[src/rtl/taxi_req_arbiter.sv]
// taxi_req_arbiter: registered N-way request arbiter with a one-hot grant,
// a valid flag and the binary index of the granted port. It supports fixed
// priority or round-robin selection. A grant can optionally be held until
// the owner drops its request or acknowledges.
module taxi_req_arbiter #(
  parameter int PORTS           = 4,
  parameter int ARB_ROUND_ROBIN = 0,
  parameter int ARB_BLOCK       = 0,
  parameter int ARB_BLOCK_ACK   = 1,
  parameter int LSB_HIGH_PRIO   = 0,
  localparam int IDX_W          = (PORTS > 1) ? $clog2(PORTS) : 1
) (
  input  logic             clk,
  input  logic             rst_n,
  input  logic [PORTS-1:0] req,
  input  logic [PORTS-1:0] ack,
  output logic [PORTS-1:0] grant,
  output logic             grant_valid,
  output logic [IDX_W-1:0] grant_index
);

  logic [PORTS-1:0] grant_r;
  logic             grant_valid_r;
  logic [IDX_W-1:0] grant_index_r;
  logic [PORTS-1:0] mask_r;

  logic             hold_s;
  logic [PORTS-1:0] masked_s;
  logic [IDX_W-1:0] win_idx_s;

  // Priority pick: index of the highest-priority set bit (0 when none set).
  function automatic logic [IDX_W-1:0] prio_pick(input logic [PORTS-1:0] vec);
    logic [IDX_W-1:0] idx;
    idx = {IDX_W{1'b0}};
    if (LSB_HIGH_PRIO != 0) begin
      for (int i = PORTS - 1; i >= 0; i--) idx = vec[i] ? IDX_W'(i) : idx;
    end else begin
      for (int i = 0; i < PORTS; i++) idx = vec[i] ? IDX_W'(i) : idx;
    end
    return idx;
  endfunction

  // Round-robin mask after granting port k: only ports "after" k stay eligible.
  function automatic logic [PORTS-1:0] rr_mask(input logic [IDX_W-1:0] k);
    logic [PORTS-1:0] m;
    for (int j = 0; j < PORTS; j++) begin
      m[j] = (LSB_HIGH_PRIO != 0) ? (j > int'(k)) : (j < int'(k));
    end
    return m;
  endfunction

  // One-hot decode of a port index.
  function automatic logic [PORTS-1:0] onehot(input logic [IDX_W-1:0] k);
    logic [PORTS-1:0] v;
    for (int j = 0; j < PORTS; j++) v[j] = (int'(k) == j);
    return v;
  endfunction

  // Decide whether the current owner keeps its grant, and pick the next winner.
  always_comb begin
    hold_s    = 1'b0;
    masked_s  = req & mask_r;
    win_idx_s = {IDX_W{1'b0}};
    if (ARB_BLOCK != 0 && ARB_BLOCK_ACK == 0) begin
      hold_s = ((grant_r & req) != {PORTS{1'b0}});
    end else if (ARB_BLOCK != 0) begin
      hold_s = grant_valid_r && ((grant_r & ack) == {PORTS{1'b0}});
    end else begin
      hold_s = 1'b0;
    end
    if (ARB_ROUND_ROBIN != 0 && masked_s != {PORTS{1'b0}}) begin
      win_idx_s = prio_pick(masked_s);
    end else begin
      win_idx_s = prio_pick(req);
    end
  end

  // Grant registers and round-robin mask; a held grant keeps the mask unchanged.
  always_ff @(posedge clk or negedge rst_n) begin
    if (!rst_n) begin
      grant_r       <= {PORTS{1'b0}};
      grant_valid_r <= 1'b0;
      grant_index_r <= {IDX_W{1'b0}};
      mask_r        <= {PORTS{1'b0}};
    end else if (hold_s) begin
      grant_r       <= grant_r;
      grant_valid_r <= grant_valid_r;
      grant_index_r <= grant_index_r;
      mask_r        <= mask_r;
    end else if (req != {PORTS{1'b0}}) begin
      grant_r       <= onehot(win_idx_s);
      grant_valid_r <= 1'b1;
      grant_index_r <= win_idx_s;
      if (ARB_ROUND_ROBIN != 0) begin
        mask_r <= rr_mask(win_idx_s);
      end else begin
        mask_r <= mask_r;
      end
    end else begin
      grant_r       <= {PORTS{1'b0}};
      grant_valid_r <= 1'b0;
      grant_index_r <= {IDX_W{1'b0}};
      mask_r        <= mask_r;
    end
  end

  assign grant       = grant_r;
  assign grant_valid = grant_valid_r;
  assign grant_index = grant_index_r;

endmodule

[config.mk]
export PLATFORM = sky130hd
export DESIGN_NAME = taxi_req_arbiter
export DESIGN_NICKNAME = d
export VERILOG_FILES = /design/src/rtl/taxi_req_arbiter.sv
export SDC_FILE = /design/constraint.sdc
export NUM_CORES = 1
export LEC_CHECK = 0
export CORE_AREA = 2 2 39 41
export DETAILED_ROUTE_END_ITERATION = 6
export DIE_AREA = 0 0 41 43
export SYNTH_ARGS = -nofsm -noshare
export SYNTH_HDL_FRONTEND = slang
export SYNTH_SLANG_ARGS = --single-unit
[constraint.sdc]
create_clock -name clk -period 1.8 [get_ports clk]
set_clock_uncertainty 0.15 [all_clocks]
set_input_delay 0.54 -clock clk [delete_from_list [all_inputs] [get_ports clk]]
set_output_delay 0.54 -clock clk [all_outputs]
set_load 0.1 [all_outputs]
==> flow_summary.toml <==
[timing]
fmax_mhz = 646.4
final-setup-viol-count = 0
hold_slack_ps = 396.4
worst_slew_margin_rel = 0.7996
worst_pin_slew_ps = 299.6
min_clock_period_post_route_ps = 1547
maxSlewViolCount = 0
final.period_utilization = 0.8594
grt_setup_unrepaired = "false"
worst_slack_ps = 253.0
report.final.hold_viol_count = 0

[floorplanning]
initial_core_util = 0.1627
fp.dieArea_um2 = 1763
fp.coreArea_um2 = 1384
rows = 14
io-pin-count = 17
die_height_um = 43
dieWidth_um = 41

[grt]
global_route.usage.met1 = 0.06271
met3_resource_use_gr = 0.03141
groute.layer.met2.usage = 0.07813
antenna_violations_before_repair = 0
grt-busiest-layer = "met4"
wire_length_of_the_first_global_routing_pass_um = 648
global_route.usage.total = 0.06275
largest_net_degree_at_the_start_of_global_routing = 8
first_global_vias = 167
grt.overflow.total = 0

[route]
ant_nets = 0
drc = 0
detail_route.vias_per_cell = 3.347
drt-wirelength-per-cell_um = 8.327
drt_first_iter_violations = 0
drt_first_pass_iters = 1
totalWireLength_um = 408
dr_total_vias = 164

[clocking]
cts_tree = "built"
cts_buffers = 3
cts_hold_buffers = 0
total_setup_buffers_inserted_after_cts = 0
cts_buffer_depth = 2
tritoncts_num_sinks = 7
path_clk_slew_ps = 50
ctsRootBufferMaster = "sky130_fd_sc_hd__clkbuf_4"
cts_max_level = 1
postCtsResizedCells = 0

[critical_path]
worstPathArrival_ps = 1510
worst-setup-path-type = "input pin to flop"
critPathRequiredTime_ps = 1770
startpoint_type = "input pin"
endpoint_kind = "flop"
crit_path_max_fanout = 2

[final_layout]
diodes = 0
layout-area-overhead-vs-synth_pct = 110.0
finish.instance_area_um2 = 473.0
multi_input_comb_area_um2 = 38.79
fill_cell_total_of_the_finished_layout = 141
finish.net_count = 44
most-common-layout-cells = "sky130_fd_sc_hd__dfrtp_1 (7), sky130_fd_sc_hd__buf_12 (7), sky130_fd_sc_hd__clkdlybuf4s50_1 (5)"
post_route_cells_drive_above_1_share = 0.4242
sequential_cell_area_um2 = 175.2

[yosys]
synth.ff_latch_count = 7
syn-num-nets = 26
post_synth_num_cell_types = 8
synth_adder_area_share = 0
synth_top_family_by_area = "simple AND/OR/NAND/NOR gates"
ys.warnings.count = 0
number_of_cells_produced_by_synthesis = 16
synth_area_um2 = 225.2
synth-seq-area-share = 0.7778
avgSynthCellArea_um2 = 14.08
synth_compound_area_frac = 0.03889
synthSimpleGateAreaFrac = 0.1333
synthMuxAreaShare = 0
synthXorXnorAreaFrac = 0

[power_and_ir_drop]
total_leakage_power_nw = 0.2163
cellPowerDensity_nw_per_um2 = 875.0
ir_drop_mv = 0.1802

[place]
dpl_worst_slack_ps = -9.565
io_buffer_count = 12
routabilityCongestion = 0.7095
placement.cell_area_um2 = 446.7

[min_path]
hold_path_class = "input pin to asynchronous set/reset pin"

[run_status]
run_status = "completed"

[flow_run]
maxCapViolations = 0
worst paths after layout:
| kind | cells past startpoint | slack [ps] | endpoint | start |
|---|---|---|---|---|
| setup / recovery | 3 | 250 | grant_valid | req[2] |
| max in group asynchronous | 1 | 880 | grant[0] | rst_n |
| min in group clk | 3 | 730 | grant[2] | req[2] |
| hold / removal | 1 | 400 | grant_index[0] | rst_n |
power breakdown:
| group | switching [mW] | internal, mW |
|---|---|---|
| clock network | 0.0527 | 0.0843 |
| registers | 0.00547 | 0.165 |
| logic | 0.0640 | 0.0427 |
cells in the mapped netlist, drive strengths merged:
| cell type | instances | share of area |
|---|---|---|
| inv | 2 | 0.033 |
| nor2 | 2 | 0.033 |
| dfrtp | 7 | 0.78 |
| or3 | 1 | 0.028 |
| or2 | 1 | 0.039 |
| clkbuf | 1 | 0.017 |
| nor3b | 1 | 0.033 |
| a21o | 1 | 0.039 |
stage by stage:
| stage | instances | power (mW) | util | TNS (ps) |
|---|---|---|---|---|
| after global routing | 49 | 0.4386 | 0.3418 | 0 |
| after CTS | 49 | 0.4220 | 0.3418 | 0 |
| after global placement | 45 | 0.2797 | 0.3228 | 0 |
| after detailed placement | 45 | 0.2805 | 0.3228 | -14.86 |
| after floorplan | 16 | 0.2272 | - | 0 |
| final | 49 | 0.4138 | 0.3418 | 0 |
flip-flops by register name (all words and copies together) (netlist names):
register / cells
grant: 4
grant_index: 2
grant_valid: 1
layout make-up:
cell class                 instances  share of cell area
inverter                           2             0.01587
multi-input combinational          6             0.08201
sequential                         7              0.3704
clock buffer                       4             0.05556
timing repair buffer              14              0.4339
tap                               16             0.04233
worst max-delay path, stage by stage:
cell and delay [ps]:
sky130_fd_sc_hd__clkdlybuf4s50_1 420, sky130_fd_sc_hd__or2_4 250, sky130_fd_sc_hd__or3_1 310
logic make-up after synthesis:
group | Yosys count
flops | 7
simple gates | 5
buf+inv | 3
compound gates | 1
metal layers:
metal,vias up,wire [um]
met3,0,57
met4,0,0
met2,13,185
met5,-,0
li1,83,-
met1,68,164
Note: power is estimated with default switching activity, not from simulation.
